$ cat config.mk
export PLATFORM = sky130hd
export DESIGN_NAME = ws2812_frame_ctrl
export DESIGN_NICKNAME = d
export VERILOG_FILES = /design/src/rtl/ws2812_pkg.sv /design/src/rtl/pixel_banks.sv /design/src/rtl/ws2812_frame_ctrl.sv
export SDC_FILE = /design/constraint.sdc
export NUM_CORES = 1
export LEC_CHECK = 0
export CORE_MARGIN = 3
export CORE_UTILIZATION = 40
export CTS_CLUSTER_SIZE = 16
export DETAILED_ROUTE_END_ITERATION = 7
export PLACE_DENSITY_LB_ADDON = 0.1
export SYNTH_ARGS = -nofsm -noshare
export SYNTH_HDL_FRONTEND = slang
export SYNTH_HIERARCHICAL = 1
export SYNTH_SLANG_ARGS = --single-unit
export TNS_END_PERCENT = 30
$ cat constraint.sdc
create_clock -name clk -period 16.8 [get_ports clk]
set_input_delay 1.68 -clock clk [delete_from_list [all_inputs] [get_ports clk]]
set_output_delay 1.68 -clock clk [all_outputs]
set_load 0.05 [all_outputs]
$ cat src/rtl/ws2812_pkg.sv
// ws2812_pkg: rgb pixel type, frame FSM states and 48 MHz timing defaults for ws2812_frame_ctrl
package ws2812_pkg;
  typedef logic [23:0] rgb_t;
  typedef enum logic [1:0] {HOLD, LATCH, RUN} state_t;
  localparam int FRAME_CYCLES_48M = 800000;
  localparam int LATCH_CYCLES_48M = 4800;
endpackage

$ cat src/rtl/pixel_banks.sv
// pixel_banks: two NUM_LEDS x rgb banks; ports clk/reset, front_sel picks the read bank, we/waddr/wdata write the other bank, re/raddr give rdata one cycle later (0 when out of range)
module pixel_banks import ws2812_pkg::*; #(
  parameter int NUM_LEDS = 8
) (
  input  logic                        clk,
  input  logic                        reset,
  input  logic                        front_sel,
  input  logic                        we,
  input  logic [$clog2(NUM_LEDS)-1:0] waddr,
  input  rgb_t                        wdata,
  input  logic                        re,
  input  logic [$clog2(NUM_LEDS)-1:0] raddr,
  output rgb_t                        rdata
);
  localparam int AW = $clog2(NUM_LEDS);
  localparam logic [AW:0] N = (AW+1)'(NUM_LEDS);
  rgb_t mem [2][NUM_LEDS];
  always_ff @(posedge clk or posedge reset)
    if (reset) begin
      for (int b = 0; b < 2; b++)
        for (int i = 0; i < NUM_LEDS; i++)
          mem[b][i] <= '0;
      rdata <= '0;
    end else begin
      if (we && {1'b0, waddr} < N) mem[~front_sel][waddr] <= wdata;
      if (re) rdata <= {1'b0, raddr} < N ? mem[front_sel][raddr] : '0;
    end
endmodule

$ cat src/rtl/ws2812_frame_ctrl.sv
// ws2812_frame_ctrl: HOLD/LATCH/RUN frame timer driving drv_reset/frame_start, host write port + commit into a double-buffered pixel store read by the WS2812 driver
module ws2812_frame_ctrl import ws2812_pkg::*; #(
  parameter int NUM_LEDS     = 8,
  parameter int FRAME_CYCLES = FRAME_CYCLES_48M,
  parameter int LATCH_CYCLES = LATCH_CYCLES_48M
) (
  input  logic                        clk,
  input  logic                        reset,
  input  logic                        enable,
  input  logic                        wr_valid,
  output logic                        wr_ready,
  input  logic [$clog2(NUM_LEDS)-1:0] wr_addr,
  input  rgb_t                        wr_rgb,
  input  logic                        commit,
  output logic                        commit_pending,
  output logic                        frame_start,
  output logic                        drv_reset,
  input  logic [$clog2(NUM_LEDS)-1:0] drv_address,
  input  logic                        drv_new_address,
  output logic [7:0]                  red_out,
  output logic [7:0]                  green_out,
  output logic [7:0]                  blue_out
);
  localparam int CW = $clog2(FRAME_CYCLES);
  localparam logic [CW-1:0] LATCH_LAST = CW'(LATCH_CYCLES - 1);
  localparam logic [CW-1:0] RUN_LAST = CW'(FRAME_CYCLES - LATCH_CYCLES - 1);
  state_t state, nxt;
  logic [CW-1:0] cnt, cnt_nxt;
  logic front_sel, enter_latch, swap;
  rgb_t rgb;
  always_ff @(posedge clk or posedge reset)
    if (reset) begin
      state <= HOLD;
      cnt <= '0;
      commit_pending <= 1'b0;
      front_sel <= 1'b0;
      frame_start <= 1'b0;
    end else begin
      state <= nxt;
      cnt <= cnt_nxt;
      commit_pending <= swap ? commit : commit_pending | commit;
      front_sel <= front_sel ^ swap;
      frame_start <= enter_latch;
    end
  always_comb begin
    nxt = state == HOLD  ? (enable ? LATCH : HOLD)
        : state == LATCH ? (cnt == LATCH_LAST ? RUN : LATCH)
        : cnt == RUN_LAST ? (enable ? LATCH : HOLD) : RUN;
    cnt_nxt = (nxt != state || state == HOLD) ? '0 : cnt + CW'(1);
    enter_latch = nxt == LATCH && state != LATCH;
    // a commit arriving on the swap edge survives for the next frame
    swap = enter_latch && commit_pending;
  end
  assign drv_reset = state != RUN;
  assign wr_ready = !commit_pending;
  assign {red_out, green_out, blue_out} = rgb;
  pixel_banks #(.NUM_LEDS(NUM_LEDS)) u_banks (
    .clk(clk),
    .reset(reset),
    .front_sel(front_sel),
    .we(wr_valid && wr_ready),
    .waddr(wr_addr),
    .wdata(wr_rgb),
    .re(drv_new_address),
    .raddr(drv_address),
    .rdata(rgb)
  );
endmodule

==> impl_results.html <==
<table>
<tr><th>Metric</th><th>Value</th></tr>
<tr><th colspan="2">Timing</th></tr>
<tr><td>Period utilisation layout</td><td>25.1%</td></tr>
<tr><td>Fin Clk Skew</td><td>roughly 14 ps</td></tr>
<tr><td>Actual slew at the worst max-slew pin</td><td>1160 ps</td></tr>
<tr><td>WHS</td><td>480 ps</td></tr>
<tr><td>Fmax</td><td>237 MHz</td></tr>
<tr><td>Number of max-slew violations in the final report</td><td>0</td></tr>
<tr><td>Final Hold Viols</td><td>0</td></tr>
<tr><td># setup viols final</td><td>0</td></tr>
<tr><td>Unrepaired setup endpoints after global routing</td><td>no</td></tr>
<tr><td>Total negative slack for setup checks</td><td>0 ps</td></tr>
<tr><td>Post-route minimum period</td><td>between 4000 and 5000 ps</td></tr>
<tr><td>Final Worst Setup Slack</td><td>12,590 ps</td></tr>
<tr><td>Worst relative slew slack</td><td>22.6%</td></tr>
<tr><th colspan="2">Pwr</th></tr>
<tr><td>Sequential group share of total power</td><td>47.6%</td></tr>
<tr><td>Switching power as a share of total power</td><td>24.9%</td></tr>
<tr><td>Internal power</td><td>between 1500 and 2000 µW</td></tr>
<tr><td>Clock group share of total power</td><td>43.4%</td></tr>
<tr><td>Power per cell area</td><td>106 mW/mm²</td></tr>
<tr><td>Power share of the combinational group</td><td>9.0%</td></tr>
<tr><td>Net Sw Power</td><td>578 µW</td></tr>
<tr><td>Overall power after layout</td><td>2320 µW</td></tr>
<tr><td>Leakage component of the power</td><td>approximately 0.010 µW</td></tr>
<tr><td>Peak ir drop on the vdd network</td><td>0.0804 mV</td></tr>
<tr><th colspan="2">Cells and area</th></tr>
<tr><td>Area Overhead vs Synth</td><td>12.7%</td></tr>
<tr><td>Fraction of layout cells with a size suffix above 1</td><td>45.6%</td></tr>
<tr><td>Fill cell total of the finished layout</td><td>4,222</td></tr>
<tr><td>Layout net count</td><td>1,305</td></tr>
<tr><td>Final antenna diode count</td><td>0</td></tr>
<tr><th colspan="2">Place</th></tr>
<tr><td>Buffers on Ports</td><td>63</td></tr>
<tr><td>Worst slack after detailed placement</td><td>11,850 ps</td></tr>
<tr><td>HPWL after DPL</td><td>24,900 µm</td></tr>
<tr><td>Final Wtd Congestion</td><td>0.695</td></tr>
<tr><th colspan="2">Global routing</th></tr>
<tr><td>Global-route wire length before repair</td><td>72,200 µm</td></tr>
<tr><td>Number of global-route vias before repair</td><td>roughly 11,000</td></tr>
<tr><td>Pin count of the biggest net entering global routing</td><td>between 100 and 150</td></tr>
<tr><td>Antenna violations before repair</td><td>2</td></tr>
<tr><td>Aggregate global-route resource usage</td><td>18.7%</td></tr>
<tr><td>Overflow after GRT</td><td>0</td></tr>
<tr><th colspan="2">Synthesis</th></tr>
<tr><td>Register area share after synthesis</td><td>between 50% and 60%</td></tr>
<tr><td>Cell count after synthesis</td><td>1,239</td></tr>
<tr><td>Async set-reset flop share out of synthesis</td><td>100%</td></tr>
<tr><td>Number of different library cells in the post-synthesis netlist</td><td>45</td></tr>
<tr><td>Syn Nets</td><td>1,276</td></tr>
<tr><td>Post-synthesis instance area</td><td>0.0194 mm²</td></tr>
<tr><td>Post-synthesis area per instance</td><td>15.7 µm²</td></tr>
<tr><td>Cell type contributing the most total cell area after synthesis</td><td>dfrtp_1</td></tr>
<tr><td>Synthesized flop and latch total</td><td>433</td></tr>
<tr><td>Top area cells in the synthesized netlist</td><td>dfrtp_1 (56%), mux2_2 (22%), mux4_2 (11%), mux2i_1 (1.2%), a221oi_1 (1.1%)</td></tr>
<tr><td>YS warnings</td><td>6</td></tr>
<tr><td>Area fraction of the dominant cell type after synthesis</td><td>55.7%</td></tr>
<tr><td>Post-synth EDFFs</td><td>0</td></tr>
<tr><td>Most instantiated flip-flop cell in the synthesis netlist</td><td>dfrtp_1</td></tr>
<tr><th colspan="2">Critical path</th></tr>
<tr><td>Worst path most repeated cell</td><td>buf_4</td></tr>
<tr><td>Critical path fanouts, max</td><td>130</td></tr>
<tr><td>Critical path launch point type</td><td>input pin</td></tr>
<tr><td>Element type at the critical path end</td><td>async pin</td></tr>
<tr><td>WS Path Type</td><td>in -&gt; async</td></tr>
<tr><td>Slowest cell on the critical path</td><td>buf_4</td></tr>
<tr><td>List of cells traversed by the critical path</td><td>clkdlybuf4s50_1, inv_8, buf_4, buf_4</td></tr>
<tr><td>Data required, critical path</td><td>17,350 ps</td></tr>
<tr><td>CP Buf/Inv Count</td><td>4</td></tr>
<tr><td>Slowest stage delay, CP</td><td>850 ps</td></tr>
<tr><td>CP top delay family</td><td>buffers and inverters</td></tr>
<tr><td>WP data arrival</td><td>~4800 ps</td></tr>
<tr><th colspan="2">Die</th></tr>
<tr><td>Die Ht</td><td>226 µm</td></tr>
<tr><td>Top-level I/O count</td><td>64</td></tr>
<tr><td>Core outline area</td><td>0.0478 mm²</td></tr>
<tr><td>Area enclosed by the die boundary</td><td>0.0513 mm²</td></tr>
<tr><td>Die width</td><td>226 µm</td></tr>
<tr><td>FP Rows</td><td>80</td></tr>
<tr><td>Starting density of the core</td><td>40.6%</td></tr>
<tr><th colspan="2">Drt</th></tr>
<tr><td>Count of unresolved DRC violations after routing</td><td>0</td></tr>
<tr><td>Detail-routed via count per cell</td><td>5.57</td></tr>
<tr><td>Final wirelength</td><td>46,400 µm</td></tr>
<tr><td>1st-pass router iterations</td><td>4</td></tr>
<tr><td>Via count</td><td>10,700</td></tr>
<tr><td>DRC marker count from the first detailed-route iteration</td><td>492</td></tr>
<tr><td>Post-detailed-route count of antenna-violating nets</td><td>0</td></tr>
<tr><td>Final routed wire length divided by cell count</td><td>24.2 µm</td></tr>
<tr><th colspan="2">Clocking</th></tr>
<tr><td>Hold buffers post-CTS</td><td>0</td></tr>
<tr><td>Worst-case clock buffer depth</td><td>3</td></tr>
<tr><td>Post-cts repair resize count</td><td>0</td></tr>
<tr><td>Clock insertion delay at the later pin of the skew report</td><td>roughly 570 ps</td></tr>
<tr><td>Reg clk slew, reported paths</td><td>60 ps</td></tr>
<tr><td>Cts bufs inserted</td><td>48</td></tr>
<tr><td>H-tree depth reported by CTS</td><td>2</td></tr>
<tr><td>Clock Sink Count</td><td>between 400 and 500</td></tr>
<tr><td>Root buffer cell</td><td>clkbuf_16</td></tr>
<tr><td>CTS tree</td><td>built</td></tr>
<tr><td>Count of buffers added by post-CTS timing repair for setup</td><td>0</td></tr>
<tr><th colspan="2">Min path</th></tr>
<tr><td>Min-delay worst type</td><td>reg -&gt; reg</td></tr>
<tr><th colspan="2">Run status</th></tr>
<tr><td>Result of the run</td><td>completed</td></tr>
<tr><th colspan="2">Run</th></tr>
<tr><td>Max Cap Viol</td><td>0</td></tr>
</table>
[per-layer routing]
layer	vias to the layer above	track usage, %	share of wire, %
met1	5826	28.0	49
li1	4663	-	-
met2	133	29.0	46
met5	-	0	0.058
met4	4	3.81	1.4
met3	57	3.20	3.4
[flip-flops by register name, indices dropped and copies added, names as in the netlist]
register        cells
cnt                20
front_sel           1
frame_start         1
u_banks/mem       384
u_banks/rdata      24
state               2
commit_pending      1
[power groups by stage]
stage	combinational (µW)	sequential (µW)	clock, µW
floorplan	110	1150	0
global placement	210	1120	0
detailed placement	213	1120	0
CTS	213	1110	1040
global route	226	1110	1080
finish	209	1110	1010
[stage by stage]
| step | cell area (µm²) | utilization [%] | std cells |
|---|---|---|---|
| after floorplan | 19400 | - | 1239 |
| after global placement | 20400 | 42.6 | 1833 |
| after detailed placement | 20400 | 42.6 | 1833 |
| after CTS | 21900 | 45.8 | 1919 |
| after global routing | 21900 | 45.8 | 1919 |
| final | 21900 | 45.8 | 1919 |
[cells in the final DEF, fill, tap and decap left out, types with 3 or more instances in the layout]
| cell type | instances |
|---|---|
| and3_1 | 3 |
| nand4_1 | 4 |
| mux4_2 | 96 |
| buf_4 | 19 |
| nor2_4 | 9 |
| and2_1 | 3 |
| nor3_1 | 3 |
| inv_1 | 6 |
| nand3_1 | 9 |
| nor2_1 | 51 |
| clkbuf_1 | 13 |
| xnor2_1 | 8 |
| clkbuf_16 | 49 |
| nand2b_1 | 5 |
| nand2b_2 | 4 |
| a221oi_1 | 24 |
| o22ai_1 | 24 |
| mux2i_1 | 24 |
| xor2_1 | 11 |
| mux2_2 | 381 |
| dfrtp_1 | 433 |
| clkbuf_8 | 9 |
| clkdlybuf4s50_1 | 59 |
| nand2_1 | 9 |
| mux2_1 | 3 |
| clkinv_2 | 12 |
[kinds of logic after synthesis]
| logic type | Yosys count | synth area share [%] |
|---|---|---|
| muxes | 504 | 34.6 |
| buffers and inverters | 109 | 3.42 |
| AOI/OAI and AO/OA | 52 | 2.00 |
| and+or+nand+nor | 121 | 3.36 |
| DFF | 433 | 55.7 |
| xor gates and xnor gates | 19 | 0.856 |
| adders and majority gates | 1 | 0.0643 |
[worst reg2reg max path: stages, from the launching register on]
cell      delay, ps
dfrtp_1         410
nor2b_1         240
nor3b_2         440
nand3b_2        860
mux2_2          610
[final cells by class]
| cell class | instances | area, µm² | area share [%] |
|---|---|---|---|
| sequential | 433 | 10800 | 49.5 |
| multi-input combinational | 697 | 8010 | 36.6 |
| clock buffer | 71 | 1400 | 6.38 |
| tap | 615 | 769 | 3.51 |
| timing repair buffer | 81 | 754 | 3.44 |
| clock inverter | 15 | 106 | 0.485 |
| inverter | 7 | 33.8 | 0.154 |
[synthesized netlist by cell type (all sizes together) (2+ instances only)]
cell type and instances:
xor2 11, nor4b 2, o22ai 24, nand3 10
clkbuf 35, nor2 61, nor3 3, nor4 2
mux2 384, mux2i 24, nor3b 2, nand4 4
nor2b 3, xnor2 8, and3 3, nand2 10
buf 67, dfrtp 433, nand3b 3, nand2b 9
mux4 96, and2 3, inv 7, a221oi 24
[path summary, 6_finish.rpt]
path | start | to | slack [ps] | cells after the start
max in group clk | wr_valid | u_banks/mem[134] | 12940 | 5
max | reset | u_banks/mem[167] | 12590 | 4
min reg2reg | cnt[0] | cnt[0] | 480 | 1
min | cnt[0] | cnt[0] | 480 | 1
min in group asynchronous | reset | u_banks/mem[216] | 1770 | 2
max reg2reg | commit_pending | u_banks/mem[134] | 14110 | 4
(Power assumes the default switching activity.)
